===== config.mk =====
export PLATFORM = sky130hd
export DESIGN_NAME = qslave_regs
export DESIGN_NICKNAME = d
export VERILOG_FILES = /design/src/rtl/qslave_regs.sv
export SDC_FILE = /design/constraint.sdc
export NUM_CORES = 1
export LEC_CHECK = 0
export ABC_AREA = 1
export BUFFER_PORTS_ARGS = -buffer_cell sky130_fd_sc_hd__buf_2
export CAP_MARGIN = 5
export CORE_MARGIN = 5
export CORE_UTILIZATION = 55
export DETAILED_ROUTE_END_ITERATION = 10
export GPL_TIMING_DRIVEN = 0
export PLACE_DENSITY = 0.74
export SLEW_MARGIN = 40
export SYNTH_ARGS = -nofsm -noshare
export SYNTH_HDL_FRONTEND = slang
export SYNTH_SLANG_ARGS = --single-unit

===== constraint.sdc =====
create_clock -name qclk -period 4.4 [get_ports qclk]
set_input_delay 0.44 -clock qclk [delete_from_list [all_inputs] [get_ports qclk]]
set_output_delay 0.44 -clock qclk [all_outputs]
set_load 0.01 [all_outputs]

===== src/rtl/qslave_regs.sv =====
// QBUS slave with a small bank of word registers in the I/O page.
// Answers DATI, DATO, DATOB and DATIO cycles with a programmable RPLY delay.
module qslave_regs #(
    parameter logic [12:0] BASE       = 13'o17740,
    parameter int          NREGS      = 8,
    parameter int          RPLY_DELAY = 1
) (
    input  logic        qclk,
    input  logic        reset_L,
    input  logic        RINIT,
    input  logic        RSYNC,
    input  logic        RDIN,
    input  logic        RDOUT,
    input  logic        RWTBT,
    input  logic        RBS7,
    input  logic [21:0] RDAL,
    output logic        TRPLY,
    output logic [15:0] TDAL,
    output logic        assert_data,
    output logic        selected
);

    localparam int IW = (NREGS > 1) ? $clog2(NREGS) : 1;

    typedef enum logic [2:0] {
        IDLE, MISS, WAIT, RDLY, WDLY, REPLY
    } state_t;

    state_t        state_q, state_d;
    logic          sync_q;
    logic          rise;
    logic [11:0]   off;
    logic          hit;
    logic [IW-1:0] idx_q;
    logic          odd_q;
    logic          rd_q;
    logic [2:0]    cnt_q;
    logic [15:0]   regs_q [NREGS];
    logic [15:0]   tdal_q;
    logic          trply_q, trply_d;
    logic          adat_q, adat_d;
    logic          sel_q, sel_d;
    logic          strobe;
    logic          load;
    logic          commit;
    logic          rst;

    assign rst    = !reset_L || RINIT;
    assign rise   = RSYNC & ~sync_q;
    assign off    = RDAL[12:1] - BASE[12:1];
    assign hit    = RBS7 & (&RDAL[21:13])
                  & (RDAL[12:1] >= BASE[12:1])
                  & (off < 12'(NREGS));
    assign strobe = rd_q ? RDIN : RDOUT;
    assign load   = (state_q == WAIT)
                  & ((state_d == RDLY) | (state_d == WDLY));
    assign commit = (state_q == WDLY) & (state_d == REPLY);

    // Left unreset so a SYNC held across INIT is not seen as a new edge.
    always_ff @(posedge qclk) begin
        sync_q <= RSYNC;
    end

    always_ff @(posedge qclk) begin
        if (rst) begin
            state_q <= IDLE;
        end else begin
            state_q <= state_d;
        end
    end

    always_comb begin
        state_d = state_q;
        unique case (state_q)
            IDLE: begin
                if (rise) state_d = hit ? WAIT : MISS;
            end
            MISS: begin
                if (!RSYNC) state_d = IDLE;
            end
            WAIT: begin
                if (!RSYNC)     state_d = IDLE;
                else if (RDIN)  state_d = RDLY;
                else if (RDOUT) state_d = WDLY;
            end
            RDLY, WDLY: begin
                if (!RSYNC)           state_d = IDLE;
                else if (cnt_q == '0) state_d = REPLY;
            end
            REPLY: begin
                if (!RSYNC)      state_d = IDLE;
                else if (!strobe) state_d = WAIT;
            end
            default: state_d = IDLE;
        endcase
    end

    always_comb begin
        trply_d = (state_d == REPLY);
        sel_d   = (state_d == WAIT) | (state_d == RDLY)
                | (state_d == WDLY) | (state_d == REPLY);
        adat_d  = rd_q
                & ((state_q == RDLY) | (state_q == REPLY))
                & ((state_d == RDLY) | (state_d == REPLY));
    end

    always_ff @(posedge qclk) begin
        if (rst) begin
            trply_q <= 1'b0;
            adat_q  <= 1'b0;
            sel_q   <= 1'b0;
            tdal_q  <= '0;
            idx_q   <= '0;
            odd_q   <= 1'b0;
            rd_q    <= 1'b0;
            cnt_q   <= '0;
            for (int i = 0; i < NREGS; i++) regs_q[i] <= '0;
        end else begin
            trply_q <= trply_d;
            adat_q  <= adat_d;
            sel_q   <= sel_d;
            if (state_q == IDLE && rise) begin
                idx_q <= off[IW-1:0];
                odd_q <= RDAL[0];
            end
            if (load) begin
                rd_q  <= RDIN;
                cnt_q <= 3'(RPLY_DELAY);
                if (RDIN) tdal_q <= regs_q[idx_q];
            end else if ((state_q == RDLY || state_q == WDLY)
                         && cnt_q != '0) begin
                cnt_q <= cnt_q - 3'd1;
            end
            // Odd-byte writes take the byte from the high data lane.
            if (commit) begin
                unique case (1'b1)
                    !RWTBT:
                        regs_q[idx_q] <= RDAL[15:0];
                    RWTBT && !odd_q:
                        regs_q[idx_q][7:0] <= RDAL[7:0];
                    RWTBT && odd_q:
                        regs_q[idx_q][15:8] <= RDAL[15:8];
                endcase
            end
        end
    end

    assign TRPLY       = trply_q;
    assign TDAL        = tdal_q;
    assign assert_data = adat_q;
    assign selected    = sel_q;

endmodule

# After elaboration in Yosys (flattened, before gate mapping)
# Memory sizes are Yosys's and may differ from the RTL's. A register that Yosys moved wholly into a read port is not among the register bits.
# Index checks and enable logic that the tools add are counted.
dict set report op_classes {
  add_sub_neg 2
  multipliers 0
  div_mod_pow 0
  n_lt_le_gt_ge 2
  n_eq_ne 9
  shifts 0
  n_mux 33
  bitwise 17
  reduce_logical 17
}
# operator n
set ops {}
lappend ops {{$mux 3} 10}
lappend ops {{$mux 1} 17}
lappend ops {{$mux 16} 1}
lappend ops {{$mux 8} 2}
lappend ops {{$reduce_or 16->1} 1}
lappend ops {{$pmux 3 s5} 1}
lappend ops {{$eq 3x2->1 const B} 4}
lappend ops {{$eq 3x3->1 const B} 4}
lappend ops {{$ge 12x12->1 const B} 1}
lappend ops {{$lt 12x4->1 const B} 1}
lappend ops {{$sub 12x12->12 const B} 1}
lappend ops {{$reduce_and 9->1} 1}
lappend ops {{$and 1x1->1} 8}
lappend ops {{$or 1x1->1} 8}
lappend ops {{$logic_not 3->1} 2}
lappend ops {{$logic_and 1x1->1} 4}
lappend ops {{$mux 2} 2}
lappend ops {{$reduce_or 2->1} 2}
lappend ops {{$eq 3x1->1 const B} 1}
lappend ops {{$reduce_bool 3->1} 1}
lappend ops {{$sub 3x1->3 const B} 1}
lappend ops {{$logic_not 1->1} 2}
lappend ops {{$logic_or 1x1->1} 2}
lappend ops {{$reduce_and 2->1} 1}
lappend ops {{2 further kinds} 2}
dict set report word_totals {
  reg_bits 15
  latch_bits 0
  mem_bits_rw 128
  romBits 0
  input_bits 30
  output_inout_bits 19
  elab_cells 91
  n_memories 1
}
# memory words word_bits rd rd_ports_with_merged_regs write_ports line_no
set mem_list {}
lappend mem_list {regs_q 8 16 1 1 8 38} ;# logic [15:0] regs_q [NREGS];

# Longest topological paths before layout
# Gate-level depths: netlist of run 1.
dict set report logic_depth {
  ltp_word 15
  ltp_mapped 13
  ltp_nobuf 13
}

# Worst setup path after synthesis of run 1
# OpenSTA, ideal clock, no wires.
dict set report synth_timing {
  kind {in2reg}
  startpoint {input reset_L}
  endpoint {memory regs_q[1][10], enable pin}
  setup_ns 0.329
  arrival_ns 1.967
  t_required_ns 4.071
  setup_slack_ns 2.104
  path_stages 8
  path_cell_list {inv_1 -> nor2_2 -> inv_1 -> nor4_1 -> nand2_4 -> a21oi_4 -> nand2_4 -> nand2_1}
}
# element line_no
set synth_lines {}
lappend synth_lines {{start: declaration} 9} ;# input logic reset_L,
lappend synth_lines {{end: declaration} 38}

==> results of run 1 <==
-- through the flow --
step	hold slack [ns]	worst slack, ns
global placement	0.482	1.51
CTS	0.227	1.75
global route	0.235	1.51
detailed placement	0.497	1.46
finish	0.240	1.69
floorplan	0.468	2.10
-- cell usage in the layout (no fill, tap or decap), types with 3 or more instances in the layout --
cell type / instances
a22o_1: 3
inv_2: 3
a22oi_1: 15
o21ai_0: 16
o2111ai_1: 5
clkinv_1: 7
a221oi_1: 5
buf_2: 50
nand2_4: 19
inv_1: 65
and3_1: 3
a21oi_1: 13
nand2_1: 131
clkbuf_1: 11
clkbuf_16: 17
nor3_2: 3
nand4_1: 13
buf_1: 6
o31ai_1: 5
nor2_1: 171
clkinvlp_4: 6
edfxtp_1: 128
nand3_1: 19
dfxtp_1: 31
-- flip-flops by register name, summed over array words and instances, names as in the netlist --
| name | cells |
|---|---|
| state_q | 3 |
| TDAL | 16 |
| rd_q | 1 |
| cnt_q | 3 |
| TRPLY | 1 |
| idx_q | 3 |
| odd_q | 1 |
| selected | 1 |
| sync_q | 1 |
| regs_q | 128 |
| assert_data | 1 |
-- worst max-delay path: cells and delay by family, from the launching register on --
family | cells | cell delay (ns)
AOI/OAI and AO/OA | 2 | 0.62
DFF | 1 | 0.48
and+or+nand+nor | 8 | 1.25
-- cell usage after synthesis, types with 5 or more instances --
cell / count
nand2_1: 131
a221oi_1: 5
buf_1: 6
clkbuf_1: 9
nor2_1: 171
edfxtp_1: 128
a22oi_1: 15
inv_1: 65
o2111ai_1: 5
o31ai_1: 5
dfxtp_1: 31
nand2_4: 19
nand3_1: 19
o21ai_0: 16
clkinv_1: 7
nand4_1: 13
a21oi_1: 13
-- logic make-up (layout without fill, tap and decap cells) --
| logic type | after synthesis | after routing | share of synthesized area |
|---|---|---|---|
| compound gates | 70 | 70 | 0.0695 |
| buf+inv | 92 | 172 | 0.0498 |
| simple gates | 369 | 369 | 0.236 |
| flops | 159 | 159 | 0.639 |
| fa+ha+maj | 2 | 2 | 0.00358 |
| xor+xnor | 2 | 2 | 0.00251 |
-- area by class of cell --
class	count	area [um^2]
Buffer	17	66.3
Clock buffer	19	433
Clock inverter	13	141
Fill cell	1022	4500
Inverter	75	282
Multi-Input combinational cell	443	2170
Sequential cell	159	4460
Tap cell	172	215
Timing Repair Buffer	48	240
-- power groups by stage --
| stage | clock network [uW] | logic (uW) | registers [uW] |
|---|---|---|---|
| floorplan | 0 | 76.3 | 1710 |
| global placement | 0 | 131 | 1710 |
| CTS | 1430 | 136 | 1680 |
| global route | 1500 | 148 | 1690 |
| detailed placement | 0 | 135 | 1720 |
| finish | 1430 | 139 | 1690 |
-- metal layers --
layer / wire length [um] / GRT usage / part of all wire / vias up
met3: 1770 / 0.0488 / 0.10 / 39
met1: 6970 / 0.336 / 0.39 / 2564
met5: 0 / 0 / 0 / -
met4: 506 / 0.0980 / 0.029 / 0
li1: - / - / - / 2457
met2: 8480 / 0.388 / 0.48 / 321
-- worst min path at each step --
stage	slack [ns]	startpoint	endpoint
after floorplan	0.47	RSYNC	sync_q
after global placement	0.48	TDAL[15]	TDAL[15]
after detailed placement	0.50	TDAL[15]	TDAL[15]
after CTS	0.23	RSYNC	sync_q
after global routing	0.24	RSYNC	sync_q
final	0.24	RSYNC	sync_q
==> reports/metrics.csv, run 1 <==
metric;value;unit
fin_nets;793;
num_rows;41;
dp.final_hpwl;12.6;mm
hold_viol;0;
finalSetupViolations;0;
timing.slew.headroom;0.479;
cp_max_fo;9;
clock_power_share;0.439;
cap_violations;0;
irDropWorstVdd;287;uV
layout-drive-gt1-share;0.146;
cp-start-kind;register;
power_density;406;mW/mm^2
drc_errors;0;
finalPower;3250;uW
swShare;0.221;
worst_pin_slew;0.781;ns
p_sw;718;uW
yosysTopAreaCellShare;0.550;
maxSlewViolCount;0;
syn_nets;726;
cts_buffer_depth;2;
async_flop_share;0;
worstHoldPathCells;1;
clock_sinks;159;
skew;0.0117;ns
ant_nets;0;
synthFlopType;edfxtp_1;
tritoncts;built;
areaGrowthSynthToFinish;14.7;%
synth.distinct_cells;36;
critical_path_class;reg2reg;
clk_latency;0.43;ns
dieArea;0.0151;mm^2
cts_buffers;17;
pwr-share-comb;0.043;
synth_warnings;0;
endpoint;regs_q[7][10];
cp-end-kind;register;
fp.dieH;123;um
gp_congestion;0.945;
synth.area.top_cells;edfxtp_1, nor2_1, dfxtp_1, nand2_1, inv_1;
routedWlPerCell;18.7;um
cp_slowest_cell;a21oi_4;
path_cells;a21oi_1 > nor2_2 > nand2_1 > nand3_2 > nand2_2 > nand2_4 > nand2_4 > a21oi_4 > nand2_4 > nand2_1;
ys_ff_latch;159;
place_inst;914;
overflow;0;
hold_buffers;0;
ff2ff_path_depth;10;
cts_htree_levels;4;
synth_edf_count;128;
post-route-util;0.640;
post_synth_instance_area;0.00699;mm^2
slowest_delay;0.51;ns
diodes;0;
grt_max_degree;17;
placed_area;0.00744;mm^2
syn_avg_cell_area;10.1;um^2
p_leak;0.00362;uW
antenna_found_initial;0;
vias_per_cell;5.69;
first_pass_iters;7;
grt_pass1_wl;27.5;mm
finalCritPeriodShare;0.616;
cts_setup_buffers;0;
routed_wl;17.7;mm
min_path_type;in2reg;
cp-startpoint;state_q[2];
worstReg2RegEnd;regs_q[7][10];
gr-usage-all-layers;0.246;
cp.arrival;2.78;ns
fmax;369;MHz
cts-root-buf;clkbuf_16;
yosysTopAreaCell;edfxtp_1;
seq_power_share;0.518;
die_width;123;um
r2r-start;state_q[2];
critPathMostFrequentCell;nand2_4;
io_pins;49;
port_buffers;48;
synthCells;694;
fin_cells;946;
rrSetupSlack;1.69;ns
clkSlewWorstSetupHoldPaths;0.06;ns
tns;0;ns
ctsResizeCount;0;
synth_seq_area_share;0.639;
vias;5381;
first_global_vias;5149;
rsz0062_at_grt;no;
start_util;0.558;
power.internal;2530;uW
core;0.0125;mm^2
min_period;2.71;ns
design_area;0.00802;mm^2
drt_iter0_markers;626;
outcome;complete, no violations;
worstPathRequired;4.47;ns
Note: power is estimated with default switching activity, not from simulation.
==> inputs of run 2 (changes only) <==
ABC_AREA = 0   (was 1)
clock period = 2.7 ns   (was 4.4 ns; I/O delays follow)
==> run 2 against run 1 <==
Compared with the run above: die area increased by 3.0%; clock power increased by 54%; register-to-register slack got worse by 1.6 ns; total power increased by 59%; highest routed layer unchanged.
==> reports/metrics.csv, run 2 <==
metric;value;unit
outcome;complete, no violations;
grt_max_degree;17;
multiInputGateArea;0.00263;mm^2
cp_slowest_cell;o21ai_1;
clock_sinks;159;
tns;0;ns
hold_viol;0;
first_global_vias;4838;
irDropWorstVdd;384;uV
cts_buffer_depth;2;
cp_max_fo;10;
die_width;125;um
synth_seq_area_share;0.619;
vias_per_cell;6.13;
yosysTopAreaCell;edfxtp_1;
ys_ff_latch;159;
synthFlopType;edfxtp_1;
path_depth;6;
diodes;0;
slowest_delay;0.68;ns
io_pins;49;
syn_avg_cell_area;12.7;um^2
maxSlewViolCount;0;
synth.distinct_cells;56;
cap_violations;0;
synth_warnings;0;
cp.arrival;2.65;ns
fin_cells;818;
fp.dieH;125;um
largest_register_ffs;128;
tritoncts;built;
hold_path_end;sync_q;
min_period;2.61;ns
ff2ff_path_depth;6;
vias;5017;
crit_family;compound AO/OA/AOI/OAI gates;
fmax;383;MHz
most-common-layout-cells;and2_1, edfxtp_1, buf_2;
layout-drive-gt1-share;0.193;
synth_common_cells;and2_1, edfxtp_1, a22oi_1;
cts_setup_buffers;0;
fillers;1002;
drt_iter0_markers;554;
cp-end-kind;register;
holdWs;0.0814;ns
place_inst;786;
synth.area.top_cells;edfxtp_1, and2_1, dfxtp_1, a22oi_1, a21oi_1;
gp_congestion;0.870;
synth_edf_count;128;
async_flop_share;0;
path_buf_inv;2;
cts_buffers;17;
yosysTopAreaCellShare;0.533;
rsz0062_at_grt;no;
routed_wl;18.6;mm
finalPower;5160;uW
port_buffers;48;
rrSetupSlack;0.09;ns
ant_nets;0;
final_common_cell;and2_1;
finalCritPeriodShare;0.967;
min_path_type;in2reg;
routedWlPerCell;22.7;um
timing.slew.headroom;0.436;
worstHoldPathCells;1;
skew;0.00535;ns
fin_nets;665;
worstReg2RegEnd;regs_q[5][11];
finalSetupViolations;0;
syn_nets;598;
num_rows;41;
cts_htree_levels;4;
hold_buffers;0;
first_pass_iters;5;
grt_pass1_wl;28.2;mm
seqCellArea;0.00446;mm^2
p_leak;0.00309;uW
r2r-start;cnt_q[0];
cts-root-buf;clkbuf_16;
path_cells;inv_1 > ha_1 > nor2b_1 > o221ai_2 > buf_6 > o21ai_1;
hp-start;RSYNC;
synthCells;566;
regMostFlops;regs_q;
post_synth_instance_area;0.00722;mm^2
overflow;0;
dieArea;0.0155;mm^2
synth.most_common_cell;and2_1;
clk_latency;0.42;ns
core;0.0127;mm^2
power_density;626;mW/mm^2
worst_pin_slew;0.840;ns
drc_errors;0;
dp.final_hpwl;13.0;mm
cp-start-kind;register;
clkSlewWorstSetupHoldPaths;0.06;ns
critical_path_class;reg2reg;
start_util;0.567;
worstPathRequired;2.74;ns
antenna_found_initial;0;
gr-usage-all-layers;0.240;
areaGrowthSynthToFinish;14.2;%
-- run 2: cell count changes after synthesis, sizes merged, moves of 11 or more --
| cell | change |
|---|---|
| a22oi | +34 |
| and2 | +130 |
| buf | +12 |
| inv | -65 |
| nand2 | -141 |
| nand2b | +18 |
| nand3 | -15 |
| nor2 | -150 |
| nor2b | +11 |
-- run 2: worst reg2reg max path, cell delays in order (launching register included) --
cell and delay [ns]:
dfxtp_1 0.30, inv_1 0.10, ha_1 0.22, nor2b_1 0.45, o221ai_2 0.25, buf_6 0.23
o21ai_1 0.69
-- run 2: repair_timing --
item	4_1_cts	5_1_grt
hold endpoints to repair	0	0
endpoints found under the setup margin	0	16
resized for setup	0	2
-- run 2: per-stage QoR --
stage               worst slack (ns)   util  instance area (um^2)
floorplan                      0.673      -                  7220
global placement               0.193  0.603                  7670
detailed placement             0.103  0.604                  7680
CTS                           0.0965  0.646                  8220
global route                  0.0133  0.648                  8240
finish                        0.0898  0.648                  8240
-- run 2: how the worst max path moves through the flow --
stage,slack (ns),from,end
finish,0.09,cnt_q[0],regs_q[5][11]
global route,0.01,cnt_q[1],regs_q[5][12]
CTS,0.1,cnt_q[0],regs_q[3][5]
detailed placement,0.10,cnt_q[0],regs_q[3][10]
global placement,0.19,reset_L,regs_q[3][6]
floorplan,0.67,cnt_q[0],regs_q[5][10]
-- run 2: final cells by class --
class,count,share of cell area
buffer,26,0.0179
clock buffer,23,0.0544
clock inverter,9,0.0105
inverter,3,0.00137
multi-input combinational,378,0.319
sequential,159,0.542
tap,172,0.0261
timing repair buffer,48,0.0292
-- run 2: where the power goes --
part,internal (uW),switching (uW),total (uW)
Clock,1270,933,2200
Sequential,2720,30.3,2750
Combinational,56.8,150,207
Total,4040,1110,5160
-- run 2: metal layers --
metal	up-vias	track usage	wire, um
li1	2248	-	-
met1	2477	0.317	7460
met2	252	0.377	8860
met3	40	0.0776	1880
met4	0	0.0799	411
met5	-	0	0
-- run 2: cells by family (layout without fill, tap and decap cells) --
logic type,Yosys count,count (layout),synth area share
AOI/OAI and AO/OA,120,120,0.115
xor gates and xnor gates,1,1,0.00121
adders and majority gates,2,2,0.00347
buffers and inverters,29,109,0.0220
DFF,159,159,0.619
muxes,8,8,0.0113
and+or+nand+nor,247,247,0.229
